<file path="config.mk">
export PLATFORM = sky130hd
export DESIGN_NAME = mux_scan_ctrl
export DESIGN_NICKNAME = d
export VERILOG_FILES = /design/src/rtl/mux_scan_ctrl.sv
export SDC_FILE = /design/constraint.sdc
export NUM_CORES = 1
export LEC_CHECK = 0
export CORE_UTILIZATION = 50
export CTS_CLUSTER_SIZE = 16
export DETAILED_ROUTE_END_ITERATION = 7
export DONT_BUFFER_PORTS = 1
export PLACE_DENSITY_LB_ADDON = 0.08
export SLEW_MARGIN = 5
export SYNTH_ARGS = -nofsm -noshare
export SYNTH_HDL_FRONTEND = slang
export SYNTH_SLANG_ARGS = --single-unit
</file>
<file path="constraint.sdc">
create_clock -name clk -period 1.39 [get_ports clk]
set_input_delay 0.2085 -clock clk [delete_from_list [all_inputs] [get_ports clk]]
set_output_delay 0.2085 -clock clk [all_outputs]
set_load 0.02 [all_outputs]
</file>
<file path="src/rtl/mux_scan_ctrl.sv">
// Mux scan sequencer: steps the S select of a 4:1 mux, holds each value
// SETTLE+1 cycles, captures mux_o into a 4-bit word and hands it off via valid/ready.
module mux_scan_ctrl #(
    parameter int unsigned SETTLE = 0
) (
    input  logic       clk,
    input  logic       rst_n,
    input  logic       start,
    output logic [1:0] S,
    input  logic       mux_o,
    output logic [3:0] data_out,
    output logic       valid_out,
    input  logic       ready_in,
    output logic       busy
);

    // state | meaning
    // IDLE  | waiting for start, S parked at 0
    // SCAN  | stepping S 0..3, capturing mux_o at the end of each hold
    // DONE  | word complete, valid_out held until ready_in
    typedef enum logic [1:0] {
        IDLE = 2'd0,
        SCAN = 2'd1,
        DONE = 2'd2
    } state_t;

    localparam logic [3:0] HOLD_TC = 4'(SETTLE);

    state_t     state;
    logic [3:0] hold_cnt;

    always_ff @(posedge clk or negedge rst_n) begin
        if (!rst_n) begin
            state     <= IDLE;
            S         <= 2'd0;
            data_out  <= 4'd0;
            valid_out <= 1'b0;
            busy      <= 1'b0;
            hold_cnt  <= 4'd0;
        end else begin
            case (state)
                IDLE: begin
                    if (start) begin
                        state    <= SCAN;
                        S        <= 2'd0;
                        hold_cnt <= 4'd0;
                        busy     <= 1'b1;
                    end
                end
                SCAN: begin
                    if (hold_cnt == HOLD_TC) begin
                        // last edge of this select's hold: capture, then advance
                        data_out[S] <= mux_o;
                        hold_cnt    <= 4'd0;
                        if (S == 2'd3) begin
                            state     <= DONE;
                            valid_out <= 1'b1;
                        end else begin
                            S <= S + 2'd1;
                        end
                    end else begin
                        hold_cnt <= hold_cnt + 4'd1;
                    end
                end
                DONE: begin
                    if (ready_in) begin
                        state     <= IDLE;
                        valid_out <= 1'b0;
                        busy      <= 1'b0;
                        S         <= 2'd0;
                    end
                end
                default: begin
                    state     <= IDLE;
                    S         <= 2'd0;
                    valid_out <= 1'b0;
                    busy      <= 1'b0;
                    hold_cnt  <= 4'd0;
                end
            endcase
        end
    end

endmodule

</file>
Yosys cells after proc, flatten, opt, wreduce, memory -nomap -nowiden
Cells that the tools add are included.
{ "classes": {"reduce_logical": 9, "order_cmp": 2, "muxes": 21, "n_addsub": 2, "bitwise": 3, "n_eq_ne": 8} }
{ "ops": {"columns": ["cell", "count"], "rows": [
  ["$mux 2", 7],
  ["$pmux 2 s3", 2],
  ["$pmux 4 s3", 1],
  ["$reduce_and 4->1", 3],
  ["$ne 2x2->1 const B", 5],
  ["$mux 4", 2],
  ["$pmux 1 s3", 2],
  ["$mux 1", 5],
  ["$add 4x1->4 const B", 1],
  ["$bwmux 4", 1],
  ["$eq 2x2->1 const B", 2],
  ["$logic_not 4->1", 1],
  ["$reduce_and 2->1", 2],
  ["$lt 2x3->1 const B", 1],
  ["$not 1->1", 3],
  ["$reduce_and 3->1", 1],
  ["$add 2x1->2 const B", 1],
  ["$demux 1 s2", 1],
  ["$eq 2x1->1 const B", 1],
  ["$ge 2x1->1 const B", 1],
  ["$logic_not 2->1", 1],
  ["$logic_and 1x1->1", 1]
]} }
{ "word_totals": {"output_inout_bits": 8, "word_cells": 51, "reg_bits": 14} }

Longest topological paths before layout
{ "depth": {"depth_word": 5, "ltp_mapped": 5} }

Worst setup path after synthesis
No wires, ideal clock.
{ "synth_timing": {"path_kind": "flip-flop to flip-flop", "from": "reg S[0]", "to": "reg S[1]", "setup_slack_ns": -0.076, "t_arrival_ns": 1.343, "synth_period_minus_slack_ns": 1.466, "stages_incl_launch_ff": 5, "path_cell_list": "dfrtp_1 -> ha_1 -> nor4b_2 -> mux2i_1 -> o2bb2ai_1"} }
{ "synth_between": {"elab_chain_len": 4, "word_cells_on_any_way": 7} }
{ "synth_rtl": {"columns": ["element", "line", "text"], "rows": [
  ["from (decl)", "9", "output logic [1:0] S,"],
  ["from (signal assigned)", "59", "S <= S + 2'd1;"],
  ["$add 2x1->2", "59", null],
  ["$mux 2", "55", "if (S == 2'd3) begin"],
  ["$mux 2", "51", "if (hold_cnt == HOLD_TC) begin"],
  ["$pmux 2 s3", "41", "case (state)"]
]} }
Parallel ways exist; a longest one is shown, timed or not. The select of a mux whose other input is x is not followed.
A chain may end at the register's enable or synchronous reset.

Final worst setup path
{ "layout_timing": {"from": "reg hold_cnt[0]", "to": "reg hold_cnt[2]"} }
{ "layout_between": {"elab_chain_len": 3, "word_cells_on_any_way": 4} }
{ "layout_rtl": {"columns": ["element", "line", "text"], "rows": [
  ["from (decl)", "30", "logic [3:0] hold_cnt;"],
  ["from (signal assigned)", "62", "hold_cnt <= hold_cnt + 4'd1;"],
  ["$add 4x1->4 or $logic_not 4->1 (tied branches)", "62, 51", null],
  ["$mux 4 (*)", "51", null],
  ["$pmux 4 s3 (*)", "41", null]
]} }
Every way passes the cells marked *; elsewhere a longest branch is shown, timed or not.

==> metrics.csv <==
metric;value;unit
fin_crit_sh;104;%
hold_path_class;primary input to flop;
max_cap_violations;0;
worstReg2RegStart;hold_cnt[0]$_DFFE_PN0P_;
clk_pin_slew_worst_paths;0.08;ns
wl_per_cell;15.1;µm
cp_slowest_stage_delay;0.38;ns
placed_cells;88;
status;finished, violations left;
pin_count;13;
nets;91;
via_per_inst;5.74;
power_density;1930;mW/mm²
n_antenna_cell;0;
setup_violations;6;
path_buf_inv;3;
grt_pass1_wl;1940;µm
clock-sinks;14;
drv_slew;0;
ys_seq_area_share;46.9;%
nFillCells;98;
rsz0062_at_grt;true;
end_kind;flop;
grt_max_degree;15;
gr-total-overflow;0;
path_class;flop to flop;
fmax;690;MHz
dpl_cell_area;840;µm²
start_util;55.3;%
syn_to_final_growth;21.8;%
numCtsBuffers;3;
syn_avg_cell_area;11.5;µm²
globalplace.congestion;0.737;
netlist_instances;65;
first_pass_iters;4;
dp_slack;-0.0636;ns
route.detailed.drc;0;
p_total;1.76;mW
worst_pin_slew;0.646;ns
die_w;40.7;µm
synth_seq_cells;14;
period_minus_slack;1.45;ns
tritoncts;done;
syn_nets;76;
critPathLaunchType;flop;
ir_worst_vdd;0.00107;V
setup_ws;-0.0598;ns
timing.rr.end;hold_cnt[2]$_DFFE_PN0P_;
drive_gt1_share;33.3;%
worstPathCellList;inv_1 -> ha_2 -> nor3b_4 -> buf_4 -> buf_6 -> nor4b_2 -> a21o_1;
ant_nets;0;
drtIter0Drc;14;
worst_clock_skew;0.00655;ns
path_depth;7;
hpwl;990;µm
core;0.00135;mm²
reg2reg_slack;-0.06;ns
hp-start;mux_o;
hold_depth;1;
num_vias;534;
rows;13;
drt_wl_total;1400;µm
cpMaxStageDelayCell;dfrtp_1;
antenna_found_initial;0;
r2r_cells;7;
yosysUniqueCellTypes;28;
min_to;data_out[0]$_DFFE_PN0P_;
violations;setup timing;
cts_root_buf;clkbuf_4;
slew_headroom;56.8;%
power_leakage;0.460;nW
grt_pass1_vias;421;
yosysWarnings;0;
port_buffers;0;
syn_area;747;µm²
gr-usage-all-layers;19.4;%
required;1.56;ns
clkLatencyLatePin;0.28;ns
finalSetupTns;-0.287;ns
dieArea;0.00165;mm²
clk_path_buf_depth;2;
htree_levels;1;
fin_cells;93;
hold_violations;0;
crit_arrival;1.62;ns
crit_family;flip-flops;
stdcell_area;910;µm²
die-height;40.7;µm
cp_max_fo;5;
report_power, final:
part	switching (mW)	internal, mW	total (mW)
clock network	0.121	0.100	0.221
registers	0.232	0.550	0.783
logic	0.378	0.375	0.752
total	0.731	1.03	1.76
worst reg2reg max path, cell delays in order, from the launching register on:
cell and delay, ns:
dfrtp_1 0.38, inv_1 0.07, ha_2 0.17, nor3b_4 0.28, buf_4 0.17, buf_6 0.10, nor4b_2 0.04, a21o_1 0.15
cells by family (layout without fill, tap and decap cells):
kind of cell | Yosys count | in the layout | share of synthesized area, %
and+or+nand+nor | 17 | 17 | 15.4
AOI/OAI and AO/OA | 13 | 13 | 12.7
DFF | 14 | 14 | 46.9
xor gates and xnor gates | 2 | 2 | 2.35
adders and majority gates | 6 | 6 | 10.0
muxes | 5 | 5 | 7.87
buffers and inverters | 8 | 21 | 4.69
registers in the layout, summed over array words and instances (netlist names):
register	count
data_out	4
hold_cnt	4
S	2
state	2
busy	1
valid_out	1
placed cells by master, fill, tap and decap left out:
master	instances
dlygate4sd3_1	1
nand2_1	3
ha_2	2
a211oi_1	1
o21ai_0	2
a22o_2	1
inv_1	6
mux2i_1	1
nand2b_1	1
clkbuf_4	3
nand3_2	2
nor2_1	2
buf_4	10
ha_1	4
nor2b_1	2
a22o_1	2
mux2_1	1
nor4b_2	1
a21o_1	2
dfrtp_1	14
nor3_2	1
a311oi_1	1
o2bb2ai_1	1
a21oi_1	1
buf_6	1
xnor2_1	2
nor4b_4	1
nand3_1	3
nor3b_4	1
mux2_4	3
o22ai_1	2
layer usage:
layer,global-route usage (%),up-vias,routed length (µm)
met1,26.8,264,714
met2,26.6,14,630
met3,8.15,0,58
met4,7.50,0,0
met5,0,-,0
li1,-,256,-
metrics by stage:
| stage | hold slack [ns] | util (%) |
|---|---|---|
| after global routing | 0.0419 | 67.4 |
| final | 0.0571 | 67.4 |
| after CTS | 0.0534 | 64.9 |
| after global placement | -0.0868 | 62.2 |
| after detailed placement | -0.0868 | 62.2 |
| after floorplan | -0.0871 | - |
synthesized netlist by cell type:
library cell	number	share of area [%]
mux2_1	3	4.5
a21oi_1	1	0.67
a22o_1	2	2.3
a311oi_1	1	1.2
nor3_1	1	0.67
dfrtp_1	14	47
mux2_4	1	2.0
nor3b_4	1	2.5
a211oi_1	1	1.0
xnor2_1	2	2.3
o2bb2ai_1	1	1.2
mux2i_1	1	1.3
buf_2	1	0.67
a22o_2	1	1.3
o21ai_0	2	1.3
nor4b_1	1	1.2
nand3_2	1	1.3
nor4b_2	1	2.0
nor2b_1	2	1.7
nand3_1	4	2.7
nand2b_1	1	0.84
a21o_1	2	2.0
ha_1	6	10
o22ai_1	2	1.7
nand2_1	3	1.5
inv_1	6	3.0
nor2_1	2	1.0
buf_4	1	1.0
layout make-up:
cell class	count	area (µm²)	share of cell area [%]
repair buffers	12	96.3	10.6
well taps	15	18.8	2.06
multi-input cells	43	399	43.9
flip-flops and latches	14	350	38.5
inverters	6	22.5	2.48
clock buffers	3	22.5	2.48
worst max-delay path by stage:
stage,from,to,slack (ns)
3_5_place_dp,hold_cnt[0]$_DFFE_PN0P_,data_out[2]$_DFFE_PN0P_,-0.06
3_3_place_gp,hold_cnt[0]$_DFFE_PN0P_,data_out[2]$_DFFE_PN0P_,-0.04
5_1_grt,hold_cnt[0]$_DFFE_PN0P_,hold_cnt[2]$_DFFE_PN0P_,-0.13
4_1_cts,hold_cnt[0]$_DFFE_PN0P_,data_out[2]$_DFFE_PN0P_,-0.06
2_1_floorplan,hold_cnt[0]$_DFFE_PN0P_,data_out[0]$_DFFE_PN0P_,-0.05
6_report,hold_cnt[0]$_DFFE_PN0P_,hold_cnt[2]$_DFFE_PN0P_,-0.06
timing repair:
item	4_1_cts	5_1_grt
setup endpoints to repair	4	9
gates resized for setup	1	6
hold endpoints to repair	14	0
hold buffers	1	0
setup buffers	0	1
pin swaps	2	4
No activity file was read; power rests on OpenSTA's default activity.
